**config.mk**
```make
export PLATFORM = sky130hd
export DESIGN_NAME = sfr_counter_arbiter
export DESIGN_NICKNAME = d
export VERILOG_FILES = /design/src/rtl/sfr_counter_arbiter_pkg.sv /design/src/rtl/rr_arbiter2.sv /design/src/rtl/sfr_counter_arbiter.sv
export SDC_FILE = /design/constraint.sdc
export NUM_CORES = 1
export LEC_CHECK = 0
export CAP_MARGIN = 20
export CORE_MARGIN = 2
export CORE_UTILIZATION = 30
export CTS_CLUSTER_DIAMETER = 50
export CTS_CLUSTER_SIZE = 12
export DETAILED_ROUTE_END_ITERATION = 10
export HOLD_SLACK_MARGIN = 0.05
export MAX_ROUTING_LAYER = met4
export PLACE_DENSITY = 0.69
export SLEW_MARGIN = 20
export SYNTH_ARGS = -nofsm -noshare
export SYNTH_HDL_FRONTEND = slang
export SYNTH_SLANG_ARGS = --single-unit
```
**constraint.sdc**
```tcl
create_clock -name clk -period 2.5 [get_ports clk]
set_input_delay 0.375 -clock clk [delete_from_list [all_inputs] [get_ports clk]]
set_output_delay 0.375 -clock clk [all_outputs]
set_load 0.03 [all_outputs]
```
**src/rtl/sfr_counter_arbiter_pkg.sv**
```systemverilog
// Shared definitions for the counter SFR arbiter.
package sfr_counter_arbiter_pkg;

  localparam int unsigned SIZE_DEFAULT = 5;

  typedef enum logic [2:0] {
    INIT,
    IDLE,
    ISSUE,
    CLEAR,
    SETTLE
  } state_e;

endpackage

```
**src/rtl/rr_arbiter2.sv**
```systemverilog
// Two-requester round-robin selection with a last-grant pointer.
module rr_arbiter2 (
  input  logic clk,
  input  logic rst,
  input  logic req0,
  input  logic req1,
  input  logic take,
  output logic any,
  output logic win
);

  logic last_q;
  logic last_d;

  // Winner: sole requester, or the one not granted most recently.
  always_comb begin
    any = req0 | req1;
    if (req0 && req1) begin
      win = ~last_q;
    end else begin
      win = req1;
    end
  end

  // Pointer follows every grant, refused or not.
  always_comb begin
    last_d = last_q;
    if (take && any) begin
      last_d = win;
    end
  end

  // Pointer register; 1 after reset so requester 0 wins the first tie.
  always_ff @(posedge clk) begin
    if (rst) begin
      last_q <= 1'b1;
    end else begin
      last_q <= last_d;
    end
  end

endmodule

```
**src/rtl/sfr_counter_arbiter.sv**
```systemverilog
// Arbitrates two requesters onto an external up/down counter SFR,
// refusing any command that would make the counter wrap.
module sfr_counter_arbiter
  import sfr_counter_arbiter_pkg::*;
#(
  parameter int unsigned SIZE = SIZE_DEFAULT
) (
  input  logic            clk,
  input  logic            rst,
  input  logic            req0,
  input  logic            dir0,
  input  logic            req1,
  input  logic            dir1,
  input  logic            clr,
  input  logic [SIZE-1:0] cnt,
  output logic            incr,
  output logic            decr,
  output logic            ld,
  output logic            gnt0,
  output logic            gnt1,
  output logic            err0,
  output logic            err1,
  output logic            busy
);

  localparam logic [SIZE-1:0] MAX = '1;

  state_e state_q, state_d;

  logic incr_q, incr_d;
  logic decr_q, decr_d;
  logic ld_q,   ld_d;
  logic gnt0_q, gnt0_d;
  logic gnt1_q, gnt1_d;
  logic err0_q, err0_d;
  logic err1_q, err1_d;
  logic busy_q, busy_d;

  logic arb_any;
  logic arb_win;
  logic arb_take;
  logic win_dir;
  logic at_limit;

  rr_arbiter2 u_arb (
    .clk  (clk),
    .rst  (rst),
    .req0 (req0),
    .req1 (req1),
    .take (arb_take),
    .any  (arb_any),
    .win  (arb_win)
  );

  // Boundary check for the selected requester's direction.
  always_comb begin
    win_dir  = arb_win ? dir1 : dir0;
    at_limit = win_dir ? (cnt == MAX) : (cnt == '0);
  end

  // Next state and next outputs. Outputs are registered, so each one is
  // decided on the transition into the state in which it is visible;
  // INIT's load therefore shows up during the SETTLE that follows it.
  always_comb begin
    state_d  = state_q;
    incr_d   = 1'b0;
    decr_d   = 1'b0;
    ld_d     = 1'b0;
    gnt0_d   = 1'b0;
    gnt1_d   = 1'b0;
    err0_d   = 1'b0;
    err1_d   = 1'b0;
    arb_take = 1'b0;
    unique case (state_q)
      INIT: begin
        state_d = SETTLE;
        ld_d    = 1'b1;
      end
      IDLE: begin
        if (clr) begin
          state_d = CLEAR;
          ld_d    = 1'b1;
        end else if (arb_any) begin
          state_d  = ISSUE;
          arb_take = 1'b1;
          gnt0_d   = ~arb_win;
          gnt1_d   = arb_win;
          err0_d   = ~arb_win & at_limit;
          err1_d   = arb_win & at_limit;
          incr_d   = win_dir & ~at_limit;
          decr_d   = ~win_dir & ~at_limit;
        end
      end
      ISSUE:   state_d = SETTLE;
      CLEAR:   state_d = SETTLE;
      SETTLE:  state_d = IDLE;
      default: state_d = INIT;
    endcase
    busy_d = (state_d != IDLE);
  end

  // State and output registers; reset aborts any pending command.
  always_ff @(posedge clk) begin
    if (rst) begin
      state_q <= INIT;
      incr_q  <= 1'b0;
      decr_q  <= 1'b0;
      ld_q    <= 1'b0;
      gnt0_q  <= 1'b0;
      gnt1_q  <= 1'b0;
      err0_q  <= 1'b0;
      err1_q  <= 1'b0;
      busy_q  <= 1'b1;
    end else begin
      state_q <= state_d;
      incr_q  <= incr_d;
      decr_q  <= decr_d;
      ld_q    <= ld_d;
      gnt0_q  <= gnt0_d;
      gnt1_q  <= gnt1_d;
      err0_q  <= err0_d;
      err1_q  <= err1_d;
      busy_q  <= busy_d;
    end
  end

  assign incr = incr_q;
  assign decr = decr_q;
  assign ld   = ld_q;
  assign gnt0 = gnt0_q;
  assign gnt1 = gnt1_q;
  assign err0 = err0_q;
  assign err1 = err1_q;
  assign busy = busy_q;

endmodule

```
==> results.sh <==
export IMPL_first_pass_iters=1
export IMPL_grt_overflow=0
export IMPL_antenna_left=0
export IMPL_htree_levels=1
export IMPL_multiInputGateArea_um2=229
export IMPL_arrival_ns=1.84
export IMPL_core_um2=1510
export IMPL_fmax_mhz=596
export IMPL_outcome="finished, final reports clean"
export IMPL_post_route_cell_area_um2=723
export IMPL_area_growth_pct=51.7
export IMPL_use_met1=0.130
export IMPL_antenna_found_initial=0
export IMPL_maxCapViolations=0
export IMPL_vias=409
export IMPL_cts_resized=0
export IMPL_cts_hold_buf=0
export IMPL_cp_num_buf_inv=1
export IMPL_cts_root_buf="clkbuf_4"
export IMPL_cts_sinks=12
export IMPL_cts_tree="built"
export IMPL_post_cts_buffers=0
export IMPL_final_hold_violation_count=0
export IMPL_yosys_warnings=0
export IMPL_grt_pass1_wl_mm=1.51
export IMPL_grt_util_met2=0.171
export IMPL_fp_dieH_um=43.9
export IMPL_layout_drive_gt1_share=0.130
export IMPL_wl_per_cell_um=11.8
export IMPL_route_detailed_drc=0
export IMPL_grt_pass1_vias=375
export IMPL_slowest_stage="clkdlybuf4s50_1"
export IMPL_grt_max_degree=8
export IMPL_row_count=14
export IMPL_synth_distinct_cells=21
export IMPL_relSlewSlack=0.693
export IMPL_powerDensity_nw_per_um2=595
export IMPL_rsz0062_at_grt="false"
export IMPL_diodes=0
export IMPL_ios=20
export IMPL_dieArea_um2=1920
export IMPL_synthCells=46
export IMPL_ir_drop_mv=0.225
export IMPL_grt_most_used_layer="met2"
export IMPL_dp_hpwl_um=737
export IMPL_crit_required_ns=2.66
export IMPL_cts_buffers=3
export IMPL_cts_path_max_buffers=2
export IMPL_grtUsageMet3=0.0125
export IMPL_slew_viol_final=0
export IMPL_clkLatencyLatePin_ns=0.27
export IMPL_critPathCaptureType="flip-flop"
export IMPL_critPathLaunchType="primary input"
export IMPL_nFillCells=155
export IMPL_port_buffers=19
export IMPL_initial_core_util=0.316
export IMPL_cts_clk_slew_worst_paths_ns=0.08
export IMPL_power_uw=430
export IMPL_die_w_um=43.9
export IMPL_synth_top_cell_area_share=0.504
export IMPL_fin_skew_ns=0.00243
export IMPL_slowest_delay_ns=0.53
export IMPL_finalWirelength_mm=1.00
export IMPL_syn_area_um2=477
export IMPL_cp_common_cell="mux2i_1"
export IMPL_postSynthAreaPerCell_um2=10.4
export IMPL_drt_iter0_markers=0
export IMPL_gp_congestion=0.712
export IMPL_fin_hold_ws_ns=0.509
export IMPL_period_share=0.671
export IMPL_ys_seq_area_frac=0.504
export IMPL_setup_viol=0
export IMPL_synth_top_cell_by_area="dfxtp_1"
export IMPL_place_area_um2=687
export IMPL_p_leak_uw=0.000261
export IMPL_grt_usage=0.114
export IMPL_cp_max_fo=4
export IMPL_cp_top_family="multiplexers"
export IMPL_regArea_um2=240
export IMPL_viasPerCell=4.81
export IMPL_setup_tns_ns=0
export IMPL_nets=82
export IMPL_worst_pin_slew_ns=0.448
export IMPL_min_path_type="reg2reg"
export IMPL_crit_type="in2reg"
export IMPL_min_period_ns=1.68
export IMPL_yosys_top_cells_area="dfxtp_1 (50%), nor2_1 (4.7%), nor4_4 (4.5%)"
export IMPL_path_cells="clkdlybuf4s50_1 -> a21boi_4 -> mux2i_1 -> mux2i_1 -> nor3_1"
export IMPL_ys_ff_latch=12
export IMPL_synth_fp_nets=58
-- layout make-up --
| class | count | share of cell area |
|---|---|---|
| repair buffers | 19 | 0.263 |
| well taps | 16 | 0.0277 |
| flip-flops and latches | 12 | 0.332 |
| clock buffers | 4 | 0.0502 |
| inverters | 2 | 0.0104 |
| multi-input cells | 32 | 0.317 |
-- power by group --
| group | switching [uW] | total (uW) | leakage (uW) | internal, uW |
|---|---|---|---|---|
| combinational | 31.7 | 67.8 | 0.000143 | 36.1 |
| clock | 66.7 | 155 | 0.0000210 | 88.5 |
| sequential | 6.97 | 207 | 0.0000978 | 200 |
| total | 105 | 430 | 0.000261 | 325 |
-- path summary, 6_finish.rpt --
| check | from | endpoint | slack [ns] | cells after the start |
|---|---|---|---|---|
| max | req1 | err1 | 0.82 | 5 |
| min | state_q[2] | state_q[2] | 0.51 | 1 |
| max reg2reg | state_q[2] | u_arb.last_q | 1.15 | 4 |
| min reg2reg | state_q[2] | state_q[2] | 0.51 | 1 |
-- kinds of logic (layout without fill, tap and decap cells) --
group / Yosys count / in the layout / share of synthesized area
and+or+nand+nor: 23 / 23 / 0.299
AOI/OAI and AO/OA: 7 / 7 / 0.139
DFF: 12 / 12 / 0.504
muxes: 2 / 2 / 0.0420
buffers and inverters: 2 / 25 / 0.0158
-- Yosys cell counts --
cell	n
nor3b_1	1
nand2b_1	2
nor4_4	1
nor2_1	6
nand3_1	1
o21ai_0	1
dfxtp_1	12
nor3_1	3
nor2_4	1
inv_1	2
or4_4	1
a21boi_4	1
and2_1	1
a211oi_1	1
mux2i_1	2
nand2b_2	1
a211o_1	1
nor2b_1	1
a2111oi_0	2
nand2_1	4
o41ai_1	1
-- layout by cell type, fill, tap and decap left out, types with 2 or more instances in the layout --
cell / netlist / layout
nor2_1: 6 / 6
mux2i_1: 2 / 2
a2111oi_0: 2 / 2
clkdlybuf4s50_1: 0 / 19
clkbuf_4: 0 / 3
inv_1: 2 / 2
dfxtp_1: 12 / 12
nor3_1: 3 / 3
nand2b_1: 2 / 2
nand2_1: 4 / 4
-- sequential cells by signal, indices dropped and copies added (netlist names) --
name          count
gnt0              1
state_q           3
busy              1
decr              1
ld                1
u_arb.last_q      1
gnt1              1
incr              1
err0              1
err1              1
-- per-stage QoR --
step / instances / utilization / worst slack, ns
after global routing: 85 / 0.480 / 0.756
after CTS: 85 / 0.480 / 0.835
after detailed placement: 81 / 0.456 / 0.545
after global placement: 81 / 0.456 / 0.628
after floorplan: 46 / - / 1.24
final: 85 / 0.480 / 0.823
-- per-layer routing --
layer,share of wire,up-vias
li1,-,212
met1,0.44,188
met2,0.51,7
met3,0.035,2
met4,0.014,0
met5,0,-
Note: power is estimated with default switching activity, not from simulation.
